## config.mk

```make
export PLATFORM = sky130hd
export DESIGN_NAME = relm_push_arb
export DESIGN_NICKNAME = d
export VERILOG_FILES = /design/src/rtl/relm_pkg.sv /design/src/rtl/relm_rr_pick.sv /design/src/rtl/relm_push_arb.sv
export SDC_FILE = /design/constraint.sdc
export NUM_CORES = 1
export LEC_CHECK = 0
export ABC_CLOCK_PERIOD_IN_PS = 4150
export CORE_AREA = 2 2 69 104
export CTS_CLUSTER_SIZE = 28
export DETAILED_ROUTE_END_ITERATION = 16
export DIE_AREA = 0 0 71 106
export MAX_ROUTING_LAYER = met4
export PLACE_DENSITY_LB_ADDON = 0.1
export SETUP_SLACK_MARGIN = 0.5
export SYNTH_ARGS = -nofsm -noshare
export SYNTH_HDL_FRONTEND = slang
export SYNTH_SLANG_ARGS = --single-unit
```

## constraint.sdc

```tcl
create_clock -name clk -period 4.15 [get_ports clk]
set_input_delay 0.6225 -clock clk [delete_from_list [all_inputs] [get_ports clk]]
set_output_delay 0.6225 -clock clk [all_outputs]
set_load 0.01 [all_outputs]
```

## src/rtl/relm_pkg.sv

```systemverilog
// Shared constants for the relm push-channel blocks: default widths, requester
// count limits and helpers for the derived slice and pointer widths.
package relm_pkg;

    localparam int RELM_WD_DEF      = 32;
    localparam int RELM_N_DEF       = 4;
    localparam int RELM_N_MIN       = 2;
    localparam int RELM_N_MAX       = 8;
    localparam int RELM_SLICE_W_DEF = RELM_WD_DEF + 1;

    // A push channel carries a valid bit above the data word.
    function automatic int relm_slice_w(input int wd);
        return wd + 1;
    endfunction

    function automatic int relm_ptr_w(input int n);
        return (n <= 2) ? 1 : $clog2(n);
    endfunction

endpackage

```

## src/rtl/relm_rr_pick.sv

```systemverilog
// Circular priority pick: lowest-index valid bit scanning upward from ptr,
// wrapping at N. Purely combinational.
module relm_rr_pick #(
    parameter int N  = 4,
    parameter int PW = 2
) (
    input  logic [N-1:0]  valid,
    input  logic [PW-1:0] ptr,
    output logic [PW-1:0] grant,
    output logic          any
);

    logic [PW:0]   sum;
    logic [PW-1:0] idx;

    // Walk offsets from farthest to nearest so the nearest valid one wins.
    always_comb begin
        grant = '0;
        sum   = '0;
        idx   = '0;
        for (int k = N - 1; k >= 0; k--) begin
            sum = {1'b0, ptr} + (PW+1)'(k);
            if (sum >= (PW+1)'(N))
                sum = sum - (PW+1)'(N);
            idx = sum[PW-1:0];
            if (valid[idx])
                grant = idx;
        end
        any = |valid;
    end

endmodule

```

## src/rtl/relm_push_arb.sv

```systemverilog
// N-to-1 round-robin push arbiter with a single output register; requesters
// that are not accepted see retry and repeat their push.
module relm_push_arb
    import relm_pkg::*;
#(
    parameter int WD = RELM_WD_DEF,
    parameter int N  = RELM_N_DEF
) (
    input  logic               clk,
    input  logic               rst,
    input  logic [N*(WD+1)-1:0] req_d,
    output logic [N-1:0]       req_retry,
    output logic [WD:0]        push_d,
    input  logic               push_retry
);

    localparam int SW = relm_slice_w(WD);
    localparam int PW = relm_ptr_w(N);

    typedef struct packed {
        logic          vld;
        logic [WD-1:0] data;
    } push_t;

    logic [N-1:0]         req_vld;
    logic [N-1:0][WD-1:0] req_data;

    for (genvar i = 0; i < N; i++) begin : g_unpack
        assign req_vld[i]  = req_d[i*SW + WD];
        assign req_data[i] = req_d[i*SW +: WD];
    end

    push_t         out_q;
    logic [PW-1:0] ptr_q;
    logic [PW-1:0] grant;
    logic [PW-1:0] ptr_nxt;
    logic          any_vld;
    logic          slot_free;
    logic          accept;

    relm_rr_pick #(
        .N  (N),
        .PW (PW)
    ) u_pick (
        .valid (req_vld),
        .ptr   (ptr_q),
        .grant (grant),
        .any   (any_vld)
    );

    // A slot frees either because OUT is empty or because it is popped this
    // cycle, which lets a new push land behind a departing one.
    assign slot_free = !out_q.vld || !push_retry;
    assign accept    = slot_free && any_vld && !rst;
    assign ptr_nxt   = (grant == PW'(N - 1)) ? '0 : grant + PW'(1);

    for (genvar i = 0; i < N; i++) begin : g_retry
        assign req_retry[i] = req_vld[i] && !(accept && grant == PW'(i));
    end

    always_ff @(posedge clk or posedge rst) begin
        if (rst) begin
            out_q <= '0;
            ptr_q <= '0;
        end else if (slot_free) begin
            if (any_vld) begin
                out_q <= '{vld: 1'b1, data: req_data[grant]};
                ptr_q <= ptr_nxt;
            end else begin
                out_q.vld <= 1'b0;
            end
        end
    end

    assign push_d = out_q;

    a_ptr_range: assert property (@(posedge clk) disable iff (rst)
        {1'b0, ptr_q} < (PW+1)'(N));
    a_one_accept: assert property (@(posedge clk) disable iff (rst)
        $onehot0(req_vld & ~req_retry));

endmodule

```

==> results of run 1 <==
area by class of cell:
type                       count  area share, %
clock inverter                 1          0.117
tap                           78           2.29
sequential                    35           20.5
clock buffer                   7           1.79
inverter                       3          0.264
multi-input combinational    220           32.9
timing repair buffer         182           42.1
cell families (layout without fill, tap and decap cells):
family | Yosys count | count (layout) | synth area share, %
buf+inv | 34 | 193 | 7.43
mux | 2 | 2 | 0.865
xor+xnor | 1 | 1 | 0.356
compound gates | 137 | 137 | 38.9
simple gates | 80 | 80 | 16.8
flops | 35 | 35 | 35.6
how the worst max path moves through the flow:
stage              endpoint  slack [ps]  cells past startpoint
4_1_cts        req_retry[0]         720                      6
5_1_grt        req_retry[0]         660                      6
2_1_floorplan  req_retry[2]        1750                      7
6_report       req_retry[0]         710                      6
3_5_place_dp   req_retry[0]         740                      6
3_3_place_gp   req_retry[0]         730                      6
flip-flops by register name, summed over array words and instances (netlist names):
signal	flops
ptr_q	2
push_d	33
per-layer routing:
layer  global-route usage, %  vias up
li1                        -     1405
met1                    30.3     1395
met2                    44.1      150
met3                    3.51       20
met4                    9.16        0
met5                       -        -
where the power goes:
| group | leakage [nW] | switching, mW | internal (mW) |
|---|---|---|---|
| Combinational | 1.27 | 0.519 | 0.562 |
| Clock | 0.0422 | 0.128 | 0.118 |
| Sequential | 0.390 | 0.0863 | 0.480 |
| Total | 1.70 | 0.733 | 1.16 |
cells in the final DEF, fill, tap and decap left out, types with 2 or more instances in the layout:
| cell | count |
|---|---|
| a21boi_0 | 22 |
| a21boi_1 | 11 |
| a21oi_1 | 58 |
| a21oi_2 | 8 |
| and3_1 | 32 |
| buf_4 | 11 |
| clkbuf_1 | 2 |
| clkbuf_8 | 5 |
| clkdlybuf4s50_1 | 171 |
| dfrtp_1 | 35 |
| inv_1 | 3 |
| nand2_1 | 35 |
| nor2_1 | 4 |
| o31a_1 | 2 |
| o32ai_1 | 32 |
through the flow:
| step | cell area [um2] | std cells | power [mW] |
|---|---|---|---|
| CTS | 4260 | 526 | 1.91 |
| detailed placement | 4180 | 518 | 1.65 |
| global route | 4260 | 526 | 2.02 |
| finish | 4260 | 526 | 1.89 |
| floorplan | 2460 | 289 | 1.12 |
| global placement | 4180 | 518 | 1.63 |
tightest hold or removal path, stage by stage, from the launching register on:
cell	delay, ps
dfrtp_1	410
nand2_1	70
nand2_1	50
==> results.txt, run 1 <==
Synth cell types: 31
Initial antenna violation count: 0
FP Rows: 37
CTS tree: yes
Dpl hpwl: 6.67 mm
Share of cells above drive strength 1: 7.81%
Die height: 106 um
Fillers: 613
Post-route ant nets: 0
Hold WC Path Type: reg -> reg
Initial core utilization: 36.6%
RePlAce Congestion: 0.843
DRC: 0
Final hold vios: 0
CP most frequent cell: clkdlybuf4s50_1
WHS: 551 ps
Post-layout nets: 582
Netlist Area Pre-Place: 0.00246 mm2
Post-CTS Setup Inserts: 0
Vias in the first global route: 3026
Clock transition at path regs: 70 ps
Worst r2r path cells: 6
Register area: 876 um2
YS warnings: 0
Num CTS Buffers: 5
Ys async rst share: 100%
Clock buffer depth: 2
Slew margin rel.: 50.4%
Wire length on met3: 602 um
Synth top cells by count: 58 x a21oi_1, 35 x dfrtp_1, 35 x nand2_1
H-tree Lvls: 2
Initial DRC count: 125
Maximum VDD drop: 0.263 mV
Pre-CTS WS: 738 ps
Multi-input logic area: 0.00140 mm2
Critical path class: in -> out
TNS Setup: 0 ps
Final WS setup: 715 ps
Worst-Skew Late Latency: 290 ps
Status: complete, no violations
Routed vias/inst: 5.65
Max frequency: 291 MHz
Unrepaired setup endpoints after global routing: no
# diodes: 0
R2R Path Start: ptr_q[1]
Reg2reg end: ptr_q[1]
Leakage: 1.70 nW
Top post-synthesis cells by area: dfrtp_1 36%, a21oi_1 12%, o32ai_1 11%
Metal2 WL: 4.79 mm
Root buffer cell: clkbuf_8
# setup viols final: 0
CP max FO: 15
Clock skew: 7.53 ps
R2R setup slack: 2100 ps
Post-CTS Resized: 0
Endpoint, Worst Hold: push_d[32]
Die Width: 71 um
Syn_area_per_cell: 8.51 um2
IO buf count: 171
WHS Path Cells: 2
Synth Flop Type: dfrtp_1
Synth Register Bits: 35
Slowest-stage cell, CP: clkdlybuf4s50_1
Crit start category: primary input
Routed len/inst: 18.0 um
Setup crit end kind: output port
Final max-slew violation count: 0
Critical path arrival: 2810 ps
Hold buffers post-CTS: 0
DR top layer: met4
Post-Syn Nets: 424
CP cell instances: clkdlybuf4s50_1, inv_1, o32a_2, and2_2, o31a_1, clkdlybuf4s50_1
Die area: 0.00753 mm2
EDFF count, synth: 0
Core area: 0.00671 mm2
Crit path from: req_d[98]
Hold Path Origin: push_d[32]
Area leader, netlist: dfrtp_1
Post-synthesis sequential area ratio: 35.6%
Pin count of the biggest net entering global routing: 36
Total GRT Usage: 25.6%
Via count: 2970
PD cells: 444 mW/mm2
Gr ovfl total: 0
Worst Max-Slew Pin Slew: 743 ps
Period minus WS final: 3440 ps
Max Cap Violations: 0
WL final: 9.45 mm
CP peak stage delay: 580 ps
Count leader, synth: a21oi_1
Post-synth top area share: 35.6%
Final period util: 82.8%
Crit-path leading delay family: buffers and inverters
Cells after Synth: 289
Post-Route Utilization: 63.5%
Initial DRT Pass Iterations: 4
First-pass GRT wire length: 15.0 mm
I/O pin cnt: 172
Syn-to-layout area delta: 73.4%
Critical path required time: 3530 ps
DRT met1 WL: 3.80 mm
# clock sinks: 35
WP buf/inv: 3
Note: power is estimated with default switching activity, not from simulation.
==> run 2, diff against run 1 <==
- ABC_CLOCK_PERIOD_IN_PS: 4150 -> 2900
- CORE_AREA: 2 2 69 104 -> 2 2 75 113
- DIE_AREA: 0 0 71 106 -> 0 0 77 115
- clock period: 4.15 -> 2.9 ns (I/O delays scaled with it)
==> run 2 against run 1 <==
Die area increased by 18%. Combinational power increased by 45%. Critical path depth decreased by 2. Setup slack got worse by 140 ps. Wire length increased by 3.5%. Global-route usage decreased by 3.1 points. Non-clock buffer count increased by 6. Via count decreased by 0.51%. Sequential power increased by 43%. Largest power group unchanged. Highest routed layer unchanged.
==> results.txt, run 2 (same netlist as run 1, synthesis figures left out) <==
Total GRT Usage: 22.5% (-3.1 points)
I/O pin cnt: 172 (unchanged)
Gr ovfl total: 0 (unchanged)
Cell Area, Placed: 0.00426 mm2 (+1.9%)
Die area: 0.00886 mm2 (+18%)
Max Cap Violations: 0 (unchanged)
TNS Setup: 0 ps (unchanged)
Hold WC Path Type: reg -> reg
Final max-slew violation count: 0 (unchanged)
Clock buffer depth: 2 (unchanged)
Vias in the first global route: 3122 (+3.2%)
DRC: 0 (unchanged)
PD cells: 667 mW/mm2 (+50%)
Post-Route Utilization: 56.0% (-7.5 points)
Slowest-stage cell, CP: dfrtp_2
Initial DRC count: 133 (+6.4%)
Die Width: 77 um (+8.5%)
Maximum VDD drop: 0.333 mV (+27%)
Post-layout nets: 588 (+1.0%)
CP max FO: 6 (-9)
Commonest non-fill, non-tap cell in the layout: clkdlybuf4s50_1
WHS: 552 ps (+0.173 ps)
Unrepaired setup endpoints after global routing: no
Max reg flops: 33 (unchanged)
Leakage: 1.78 nW (+4.5%)
RePlAce Congestion: 0.845 (+0.18%)
WP buf/inv: 1 (-2)
# clock sinks: 35 (unchanged)
Slew margin rel.: 62.9% (+12 points)
Final period util: 80.3%
Finished Cell Area: 0.00443 mm2 (+3.8%)
Critical path required time: 2470 ps (-1060 ps)
Clock skew: 3.99 ps (-3.54 ps)
Core area: 0.00791 mm2 (+18%)
Max frequency: 429 MHz
CP peak stage delay: 450 ps (-130 ps)
Period minus WS final: 2330 ps
Worst Max-Slew Pin Slew: 557 ps (-186 ps)
FP Rows: 40 (+8.1%)
# setup viols final: 0 (unchanged)
Routed len/inst: 17.5 um (-2.6%)
Initial core utilization: 31.1% (-5.5 points)
WL final: 9.79 mm (+3.5%)
Status: complete, no violations
Setup crit end kind: output port
Clock transition at path regs: 60 ps (about the same)
Critical path arrival: 1890 ps (-920 ps)
First-pass GRT wire length: 15.5 mm (+3.7%)
H-tree Lvls: 2 (unchanged)
Hold buffers post-CTS: 0 (unchanged)
Overall power: 2.95 mW (+56%)
Dpl hpwl: 6.67 mm (about the same)
CP cell instances: o32a_2, and2_1, o31a_1, dlygate4sd2_1
Worst-Skew Late Latency: 280 ps (about the same)
Commonest cells after routing, fill and taps aside: 162 x clkdlybuf4s50_1, 58 x a21oi_1, 35 x nand2_1, 34 x dfrtp_1
Post-route ant nets: 0 (unchanged)
Final hold vios: 0 (unchanged)
IO buf count: 171 (unchanged)
Pin count of the biggest net entering global routing: 65 (+81%)
Crit-path leading delay family: compound AO/OA/AOI/OAI gates
Initial antenna violation count: 0 (unchanged)
CTS tree: yes
Share of cells above drive strength 1: 10.1% (+2.3 points)
# diodes: 0 (unchanged)
Num CTS Buffers: 5 (unchanged)
Critical path class: reg -> out
Initial DRT Pass Iterations: 4 (unchanged)
Die height: 115 um (+8.5%)
Via count: 2955 (-0.51%)
Crit start category: register
Root buffer cell: clkbuf_16
Syn-to-layout area delta: 80.0%
Routed vias/inst: 5.29 (-6.4%)
run 2: what timing repair did:
action	in CTS	in global routing
setup endpoints to repair	4	2
gates cloned	0	0
pin swaps	1	0
resized for setup	17	2
buffers inserted	0	0
run 2: worst register-to-register path, delay by kind of cell, from the launching register on:
family / cells / cell delay, ps
compound gates: 5 / 920
buf+inv: 2 / 540
flops: 1 / 450
run 2: area by class of cell:
cell class                      instances  area (um2)
Clock buffer                            8         156
Fill cell                             778        3480
Inverter                                3        11.3
Multi-Input combinational cell        220        1420
Sequential cell                        35         877
Tap cell                              105         131
Timing Repair Buffer                  188        1830
run 2: report_power, final:
part | leakage (nW) | internal [mW] | switching, mW
Clock | 0.0772 | 0.366 | 0.205
Combinational | 1.31 | 0.819 | 0.752
Sequential | 0.389 | 0.690 | 0.120
Total | 1.78 | 1.88 | 1.08
run 2: final timing paths:
path	from	end	slack, ps	cells past startpoint
worst max-delay path	ptr_q[1]	req_retry[0]	570	4
worst min-delay path	push_d[32]	push_d[32]	550	2
worst max register to register	ptr_q[1]	push_d[1]	850	7
worst min register to register	push_d[32]	push_d[32]	550	2
max in group asynchronous	rst	ptr_q[1]	1830	3
min in group asynchronous	rst	push_d[31]	710	3
run 2: stage by stage:
stage,setup WS (ps),std cells
2_1_floorplan,879,289
3_3_place_gp,9.24,551
3_5_place_dp,-0.121,551
4_1_cts,522,559
5_1_grt,522,559
6_report,570,559
run 2: per-layer routing:
| layer | GRT usage (%) | wire length (um) | vias to the layer above |
|---|---|---|---|
| met2 | 39.9 | 4920 | 120 |
| met1 | 26.0 | 4090 | 1408 |
| li1 | - | - | 1409 |
| met3 | 3.77 | 546 | 18 |
| met4 | 7.02 | 223 | 0 |
| met5 | - | 0 | - |
